<file path="src/rtl/conv1_buf_pkg.sv">
`default_nettype none
// ============================================================================
// Module   : conv1_buf_pkg
// Purpose  : Shared CNN parameters for the first convolution layer and the
//            stages that follow it (window buffer, convolution sum, ...).
//            Also holds the window-tap index helper used by conv1_buf.
// Ports    : none (package)
// Revision : 1.0  initial release
// ============================================================================
package conv1_buf_pkg;

  localparam int CNN_WIDTH     = 28;  // image width in pixels
  localparam int CNN_HEIGHT    = 28;  // image height in pixels
  localparam int CNN_DATA_BITS = 8;   // unsigned pixel width
  localparam int FILTER_SIZE   = 5;   // square filter edge length
  localparam int NUM_TAPS      = FILTER_SIZE * FILTER_SIZE;

  // Delay-line depth needed to expose a full window for a given image width.
  function automatic int linebuf_depth(input int width);
    return (FILTER_SIZE - 1) * width + FILTER_SIZE;
  endfunction

  // Delay-line entry (0 = newest) feeding window tap k, where tap k sits at
  // window row k/FILTER_SIZE (0 = top) and column k%FILTER_SIZE (0 = left).
  function automatic int tap_index(input int k, input int width);
    return (FILTER_SIZE - 1 - k / FILTER_SIZE) * width
         + (FILTER_SIZE - 1 - k % FILTER_SIZE);
  endfunction

endpackage
`default_nettype wire

</file>
<file path="src/rtl/conv1_linebuf.sv">
`default_nettype none
// ============================================================================
// Module   : conv1_linebuf
// Purpose  : Plain shift-register delay line with every entry exposed as a
//            tap. No reset so it can map onto shift-register/LUT storage.
// Ports    : clk       - clock
//            shift_en  - shift by one, data_in becomes entry 0
//            data_in   - DATA_BITS input sample
//            taps      - flat DEPTH*DATA_BITS bus, entry i at [i*DATA_BITS +:]
// Revision : 1.0  initial release
// ============================================================================
module conv1_linebuf #(
  parameter int DEPTH     = 117,
  parameter int DATA_BITS = 8
) (
  input  logic                       clk,
  input  logic                       shift_en,
  input  logic [DATA_BITS-1:0]       data_in,
  output logic [DEPTH*DATA_BITS-1:0] taps
);

  logic [DATA_BITS-1:0] mem [DEPTH];

  always_ff @(posedge clk) begin
    if (shift_en) begin
      mem[0] <= data_in;
      for (int i = 1; i < DEPTH; i++) begin
        mem[i] <= mem[i-1];
      end
    end
  end

  generate
    for (genvar i = 0; i < DEPTH; i++) begin : g_taps
      assign taps[i*DATA_BITS +: DATA_BITS] = mem[i];
    end
  endgenerate

endmodule
`default_nettype wire

</file>
<file path="src/rtl/conv1_buf.sv">
`default_nettype none
// ============================================================================
// Module   : conv1_buf
// Purpose  : 5x5 sliding-window generator for the first convolution layer.
//            Pixels arrive in raster order; a registered window plus a valid
//            strobe is produced for every pixel that completes a full window
//            inside the current frame.
// Ports    : clk            - clock, all state on rising edge
//            rst_n          - asynchronous active-low reset
//            valid_in       - data_in carries a pixel this cycle
//            data_in        - unsigned pixel
//            data_out_0..24 - registered window, k -> row k/5, col k%5
//            valid_out_buf  - window on data_out_* is valid this cycle
// Revision : 1.0  initial release
// ============================================================================
module conv1_buf
  import conv1_buf_pkg::*;
#(
  parameter int WIDTH     = CNN_WIDTH,
  parameter int HEIGHT    = CNN_HEIGHT,
  parameter int DATA_BITS = CNN_DATA_BITS
) (
  input  logic                 clk,
  input  logic                 rst_n,
  input  logic                 valid_in,
  input  logic [DATA_BITS-1:0] data_in,
  output logic [DATA_BITS-1:0] data_out_0,
  output logic [DATA_BITS-1:0] data_out_1,
  output logic [DATA_BITS-1:0] data_out_2,
  output logic [DATA_BITS-1:0] data_out_3,
  output logic [DATA_BITS-1:0] data_out_4,
  output logic [DATA_BITS-1:0] data_out_5,
  output logic [DATA_BITS-1:0] data_out_6,
  output logic [DATA_BITS-1:0] data_out_7,
  output logic [DATA_BITS-1:0] data_out_8,
  output logic [DATA_BITS-1:0] data_out_9,
  output logic [DATA_BITS-1:0] data_out_10,
  output logic [DATA_BITS-1:0] data_out_11,
  output logic [DATA_BITS-1:0] data_out_12,
  output logic [DATA_BITS-1:0] data_out_13,
  output logic [DATA_BITS-1:0] data_out_14,
  output logic [DATA_BITS-1:0] data_out_15,
  output logic [DATA_BITS-1:0] data_out_16,
  output logic [DATA_BITS-1:0] data_out_17,
  output logic [DATA_BITS-1:0] data_out_18,
  output logic [DATA_BITS-1:0] data_out_19,
  output logic [DATA_BITS-1:0] data_out_20,
  output logic [DATA_BITS-1:0] data_out_21,
  output logic [DATA_BITS-1:0] data_out_22,
  output logic [DATA_BITS-1:0] data_out_23,
  output logic [DATA_BITS-1:0] data_out_24,
  output logic                 valid_out_buf
);

  localparam int DEPTH = linebuf_depth(WIDTH);
  localparam int COL_W = (WIDTH  > 1) ? $clog2(WIDTH)  : 1;
  localparam int ROW_W = (HEIGHT > 1) ? $clog2(HEIGHT) : 1;
  localparam logic [COL_W-1:0] COL_LAST = COL_W'(WIDTH - 1);
  localparam logic [ROW_W-1:0] ROW_LAST = ROW_W'(HEIGHT - 1);
  localparam logic [COL_W-1:0] COL_MIN  = COL_W'(FILTER_SIZE - 1);
  localparam logic [ROW_W-1:0] ROW_MIN  = ROW_W'(FILTER_SIZE - 1);

  logic [COL_W-1:0]           col;
  logic [ROW_W-1:0]           row;
  logic [DEPTH*DATA_BITS-1:0] taps;
  logic [DATA_BITS-1:0]       win_d [NUM_TAPS];
  logic [DATA_BITS-1:0]       win_q [NUM_TAPS];
  logic                       win_ok;
  logic                       unused_tail;

  conv1_linebuf #(
    .DEPTH     (DEPTH),
    .DATA_BITS (DATA_BITS)
  ) u_linebuf (
    .clk      (clk),
    .shift_en (valid_in),
    .data_in  (data_in),
    .taps     (taps)
  );

  // The window is taken from the line as it will look after this cycle's
  // shift: entry 0 is the incoming pixel, entry j>0 is today's entry j-1.
  // This lets the output register capture the window on the accepting edge.
  generate
    for (genvar k = 0; k < NUM_TAPS; k++) begin : g_win
      localparam int IDX = tap_index(k, WIDTH);
      if (IDX == 0) begin : g_new
        assign win_d[k] = data_in;
      end else begin : g_old
        assign win_d[k] = taps[(IDX-1)*DATA_BITS +: DATA_BITS];
      end
    end
  endgenerate

  // The oldest entry is only ever needed in its post-shift position.
  assign unused_tail = ^taps[DEPTH*DATA_BITS-1 -: DATA_BITS];

  // A window exists only once four full rows and four columns of the current
  // row are in the line; this also masks stale pixels from earlier rows and
  // frames that remain in the (unreset) delay line.
  assign win_ok = (row >= ROW_MIN) && (col >= COL_MIN);

  always_ff @(posedge clk or negedge rst_n) begin
    if (!rst_n) begin
      col           <= '0;
      row           <= '0;
      valid_out_buf <= 1'b0;
      for (int k = 0; k < NUM_TAPS; k++) begin
        win_q[k] <= '0;
      end
    end else begin
      valid_out_buf <= valid_in && win_ok;
      if (valid_in) begin
        if (col == COL_LAST) begin
          col <= '0;
          row <= (row == ROW_LAST) ? '0 : row + ROW_W'(1);
        end else begin
          col <= col + COL_W'(1);
        end
        if (win_ok) begin
          for (int k = 0; k < NUM_TAPS; k++) begin
            win_q[k] <= win_d[k];
          end
        end
      end
    end
  end

  assign data_out_0  = win_q[0];
  assign data_out_1  = win_q[1];
  assign data_out_2  = win_q[2];
  assign data_out_3  = win_q[3];
  assign data_out_4  = win_q[4];
  assign data_out_5  = win_q[5];
  assign data_out_6  = win_q[6];
  assign data_out_7  = win_q[7];
  assign data_out_8  = win_q[8];
  assign data_out_9  = win_q[9];
  assign data_out_10 = win_q[10];
  assign data_out_11 = win_q[11];
  assign data_out_12 = win_q[12];
  assign data_out_13 = win_q[13];
  assign data_out_14 = win_q[14];
  assign data_out_15 = win_q[15];
  assign data_out_16 = win_q[16];
  assign data_out_17 = win_q[17];
  assign data_out_18 = win_q[18];
  assign data_out_19 = win_q[19];
  assign data_out_20 = win_q[20];
  assign data_out_21 = win_q[21];
  assign data_out_22 = win_q[22];
  assign data_out_23 = win_q[23];
  assign data_out_24 = win_q[24];

endmodule
`default_nettype wire

</file>
<file path="config.mk">
export PLATFORM = sky130hd
export DESIGN_NAME = conv1_buf
export DESIGN_NICKNAME = d
export VERILOG_FILES = /design/src/rtl/conv1_buf_pkg.sv /design/src/rtl/conv1_linebuf.sv /design/src/rtl/conv1_buf.sv
export SDC_FILE = /design/constraint.sdc
export NUM_CORES = 1
export LEC_CHECK = 0
export ABC_AREA = 1
export ABC_CLOCK_PERIOD_IN_PS = 2300
export CORE_ASPECT_RATIO = 0.5
export CORE_MARGIN = 8
export CORE_UTILIZATION = 54
export CTS_CLUSTER_DIAMETER = 50
export CTS_CLUSTER_SIZE = 16
export DETAILED_ROUTE_END_ITERATION = 6
export GPL_TIMING_DRIVEN = 0
export PLACE_DENSITY_LB_ADDON = 0.3
export RECOVER_POWER = 100
export SYNTH_ARGS = -nofsm -noshare
export SYNTH_HDL_FRONTEND = slang
export SYNTH_SLANG_ARGS = --single-unit
</file>
<file path="constraint.sdc">
create_clock -name clk -period 2.3 [get_ports clk]
set_input_delay 0.46 -clock clk [delete_from_list [all_inputs] [get_ports clk]]
set_output_delay 0.46 -clock clk [all_outputs]
set_load 0.005 [all_outputs]
</file>
## Yosys cells after proc, flatten, opt, wreduce, memory -nomap -nowiden

Memories as Yosys holds them, arrays and structs flattened.
Index checks and enable logic that the tools add are counted.
W data, S select, Z words.

- Output and inout bits: 201
- RAM bits: 936
- Memories kept: 1
- Input bits: 11
- Word-level logic and storage cells: 43
- Bits in registers: 211

- Add/subtract/negate cells: 2
- Magnitude comparators: 2
- Muxes and demuxes: 4
- Reduce and logical (&&, ||, !) cells: 4
- Equality and inequality tests: 2

Memories:

| memory | words | bits a word | read ports | clocked after memory_dff | write ports | line | source |
|---|---|---|---|---|---|---|---|
| u_linebuf.mem | 117 | 8 | 116 | 0 | 117 | conv1_linebuf.sv:22 | `logic [DATA_BITS-1:0] mem [DEPTH];` |

Operator list:

| cell | count |
|---|---|
| $add A5 B1 Y5 const B | 2 |
| $eq A5 B5 Y1 const B | 2 |
| $ge A5 B3 Y1 const B | 2 |
| $mux W5 | 2 |
| $reduce_and A2 Y1 | 2 |
| $logic_and A1 B1 Y1 | 2 |
| $mux W1 | 2 |

## Longest topological paths before layout

- Depth after elaboration: 3
- Gate-level depth with buffers: 7
- Gate-level depth less buffers: 6

## Hierarchy

Synthesis repeated with hierarchy kept, for this count alone.

- Cell total of the unflattened synthesis: 1,900
- Area total of the unflattened synthesis: 36,965.5 um^2

Modules (own cells, without submodules):

| module | seq. area each (um^2) | area an instance (um^2) | instances | cells each |
|---|---|---|---|---|
| conv1_linebuf | 28,107.0 | 28,107.0 | 1 | 936 |
| conv1_buf | 5,280.1 | 8,858.5 | 1 | 964 |

## Worst setup path after synthesis

Ideal clock, no wire load.

- Path kind: input to register
- From: in valid_in
- To: reg row[3]
- Data required time: 2.234 ns
- Setup time: 0.066 ns
- Data arrival time: 1.170 ns
- Setup slack: 1.065 ns
- Path buffers: 1
- Cell stages on the path: 5
- Path through: buf_4 > inv_1 > nor3_1 > nand3_1 > nand2_1

- Word-level cells in the longest chain between the ends: 1

RTL lines:

| what | line | source |
|---|---|---|
| start, declared | conv1_buf.sv:25 | `input logic valid_in,` |
| $reduce_and A2 Y1 (no source line) | - |  |
| end signal, assigned | conv1_buf.sv:116 | `row <= (row == ROW_LAST) ? '0 : row + ROW_W'(1);` |
| end, declared | conv1_buf.sv:64 | `logic [ROW_W-1:0] row;` |

Every way passes these cells.
A chain may end at the register's enable or synchronous reset.

==> impl_metrics.py <==
metrics = {
    "finish": {
        "largest_reg_flops": 928,
        "instances_no_fill": 3146,
        "drive_above_1_share_pct": 9.75,
        "area_delta_synth_final_pct": 14.6,
        "nFillCells": 4909,
        "largest-register": "u_linebuf.mem",
        "antenna_cells": 0,
        "fin_nets": 2181,
    },
    "grt": {
        "grt_pass1_vias": 15500,
        "antenna_found_initial": 0,
        "grt-ovfl-total": 0,
        "grt_max_degree": 135,
        "grt_pass1_wl_um": 88400,
        "track_usage_pct": 14.3,
    },
    "clock_network": {
        "clk_latency_ns": 0.65,
        "cts_setup_buffers": 0,
        "cts_buffers": 82,
        "path_clk_slew_ns": 0.07,
        "clock-sinks": 1139,
        "htreeDepth": 3,
        "cts_tree": "yes",
        "clock_path_buffers": 3,
        "root_buffer": "clkbuf_16",
    },
    "critical_path": {
        "cp-end-kind": "register",
        "worstPathMaxFanout": 134,
        "slowest_delay_ns": 1.25,
        "critPathTopFamily": "buffers and inverters",
        "cp_slowest_cell": "clkbuf_4",
        "crit_cells": 3,
        "cp-start-kind": "input port",
        "cp.required_ns": 2.54,
        "crit_arrival_ns": 2.45,
        "rr_worst_depth": 7,
        "critPathKind": "input port to register",
        "path_buf_inv": 3,
        "crit_chain": "buf_8 > buf_16 > clkbuf_4",
    },
    "floorplan": {
        "io_pins": 212,
        "start_util_pct": 54.2,
        "fp.coreArea_um2": 68600,
        "die_w_um": 387,
        "fp.dieH_um": 202,
        "rows": 68,
        "die_area_um2": 78000,
    },
    "synthesis": {
        "synth_warnings": 0,
        "syn_area_per_cell_um2": 20.1,
        "synthTopCellsByCount": "edfxtp_1 (928), nand2_1 (221), inv_1 (212)",
        "ys_top_cells_by_area": "edfxtp_1 (75%), dfrtp_1 (14%), o21ai_2 (4.2%)",
        "async_reset_ff_share_pct": 18.5,
        "yosys.area.top_type": "edfxtp_1",
        "ys_seq_area_share_pct": 89.2,
        "syn_inst": 1853,
        "syn_nets": 1868,
        "synth-seq-cells": 1139,
        "synth-edff-count": 928,
        "synth_top_area_share_pct": 75.0,
        "yosysMostFrequentCell": "edfxtp_1",
        "yosys_most_used_dff": "edfxtp_1",
        "ys_types": 22,
        "synth.cell_area_um2": 37200,
    },
    "sta": {
        "fin_hold_ws_ns": 0.178,
        "finalSetupViolCount": 0,
        "layout_min_cycle_time_ns": 2.21,
        "fmax_ghz": 0.453,
        "grt_setup_unrepaired": "no",
        "drv_slew": 265,
        "hold_viol": 0,
        "worst_pin_slew_ns": 1.83,
        "skew_ns": 0.0206,
        "max-slew-margin-rel_pct": -22.0,
        "fin_ws_ns": 0.0922,
        "period_share_pct": 96.0,
    },
    "routing": {
        "drt_first_pass_iters": 5,
        "antenna_left": 0,
        "drc": 0,
        "vias": 15500,
        "routed_via_density": 4.91,
        "wire_per_inst_um": 17.9,
        "wl_um": 56200,
        "drt-initial-drc-count": 1068,
    },
    "run": {
        "drv_cap": 2,
    },
    "worst_hold_path": {
        "holdPathStages": 1,
        "min_path_type": "input port to register",
    },
    "pwr": {
        "vdd_drop_max_mv": 0.701,
        "powerDensity_nw_per_um2": 901,
        "leakage_nw": 16.8,
    },
    "place": {
        "place_ws_ns": -1.67,
        "port_buffers": 211,
        "dp.cells": 2984,
        "hpwl_um": 32200,
        "place.gp.congestion": 0.750,
    },
    "outcome": {
        "status": "finished, violations left",
        "violations": "max-capacitance violations, max-slew violations",
    },
}
logic make-up (layout without fill, tap and decap cells):
| family | after synthesis | after routing | synth area share, % |
|---|---|---|---|
| XOR/XNOR | 1 | 1 | 0.0236 |
| flip-flops | 1139 | 1139 | 89.2 |
| adder cells (fa/ha/maj) | 4 | 4 | 0.135 |
| AO/OA/AOI/OAI | 205 | 205 | 4.58 |
| AND/OR/NAND/NOR | 245 | 245 | 2.59 |
| buffers and inverters | 259 | 642 | 3.50 |
worst paths after layout:
check	startpoint	to	slack [ns]
worst max-delay path	valid_in	u_linebuf.mem[1][414]	0.09
max in group asynchronous	rst_n	data_out_18[5]	0.43
worst min register to register	u_linebuf.mem[0][437]	u_linebuf.mem[0][445]	0.40
min in group asynchronous	rst_n	data_out_1[2]	0.31
worst min-delay path	valid_in	u_linebuf.mem[0][276]	0.18
worst max register to register	col[3]	data_out_4[4]	0.72
stage by stage:
| step | setup TNS (ns) | instance area, um2 | total power, mW | utilization, % |
|---|---|---|---|---|
| 3_5_place_dp | -615.47 | 40700 | 25.2 | 59.4 |
| 5_1_grt | 0 | 42600 | 39.9 | 62.1 |
| 6_report | 0 | 42600 | 38.4 | 62.1 |
| 2_1_floorplan | 0 | 37200 | 24.4 | - |
| 4_1_cts | 0 | 43400 | 39.1 | 63.2 |
| 3_3_place_gp | - | 40400 | 25.2 | 58.9 |
power breakdown:
group          leakage, nW  switching [mW]  internal, mW
Sequential            12.0           0.398          23.5
Combinational         3.63           0.606         0.213
Clock                 1.18            6.69          7.01
layer usage:
metal | wire length (um) | up-vias | global-route usage, %
li1 | - | 7233 | -
met1 | 26200 | 7900 | 20.3
met2 | 26600 | 236 | 22.5
met3 | 2160 | 84 | 3.40
met4 | 1220 | 0 | 4.21
met5 | 0 | - | 0
worst register-to-register path, stage by stage (launching register included):
cell,delay [ns]
dfrtp_1,0.42
nor2_1,0.12
nand2_1,0.09
nand3_4,0.12
buf_4,0.33
buf_6,0.24
nand2_1,0.08
o21ai_0,0.09
repair_timing:
item                                    CTS  global route
hold buffers                              1             0
resized for setup                         1             0
endpoints found under the setup margin  446           200
gates cloned                              5             2
endpoints found under the hold margin    50             0
cell usage in the layout (no fill, tap or decap):
master         instances
edfxtp_1             928
nand2_1              221
inv_1                212
dfrtp_1              211
dlygate4sd3_1        210
o21ai_0              140
clkbuf_16             84
clkbuf_1              62
o21ai_2               57
buf_6                 30
clkbuf_2              11
nand3_1               10
nor2_1                 8
o21ai_1                7
buf_4                  6
buf_16                 5
ha_1                   4
clkbuf_4               4
buf_8                  3
clkinv_8               3
inv_16                 3
inv_2                  2
nand4_1                2
clkbuf_8               2
nand3_2                1
nand3_4                1
buf_2                  1
nor3b_1                1
nor3_2                 1
xor2_1                 1
a31oi_1                1
inv_8                  1
clkinv_4               1
inv_6                  1
clkinv_2               1
final cells by class:
| cell class | instances | area, um2 | area share [%] |
|---|---|---|---|
| clock inverters | 10 | 143 | 0.335 |
| multi-input cells | 455 | 2270 | 5.32 |
| clock buffers | 144 | 2340 | 5.48 |
| well taps | 910 | 1140 | 2.67 |
| plain buffers | 45 | 430 | 1.01 |
| repair buffers | 229 | 2350 | 5.52 |
| flip-flops and latches | 1139 | 33100 | 77.8 |
| inverters | 214 | 803 | 1.88 |
(Power assumes the default switching activity.)
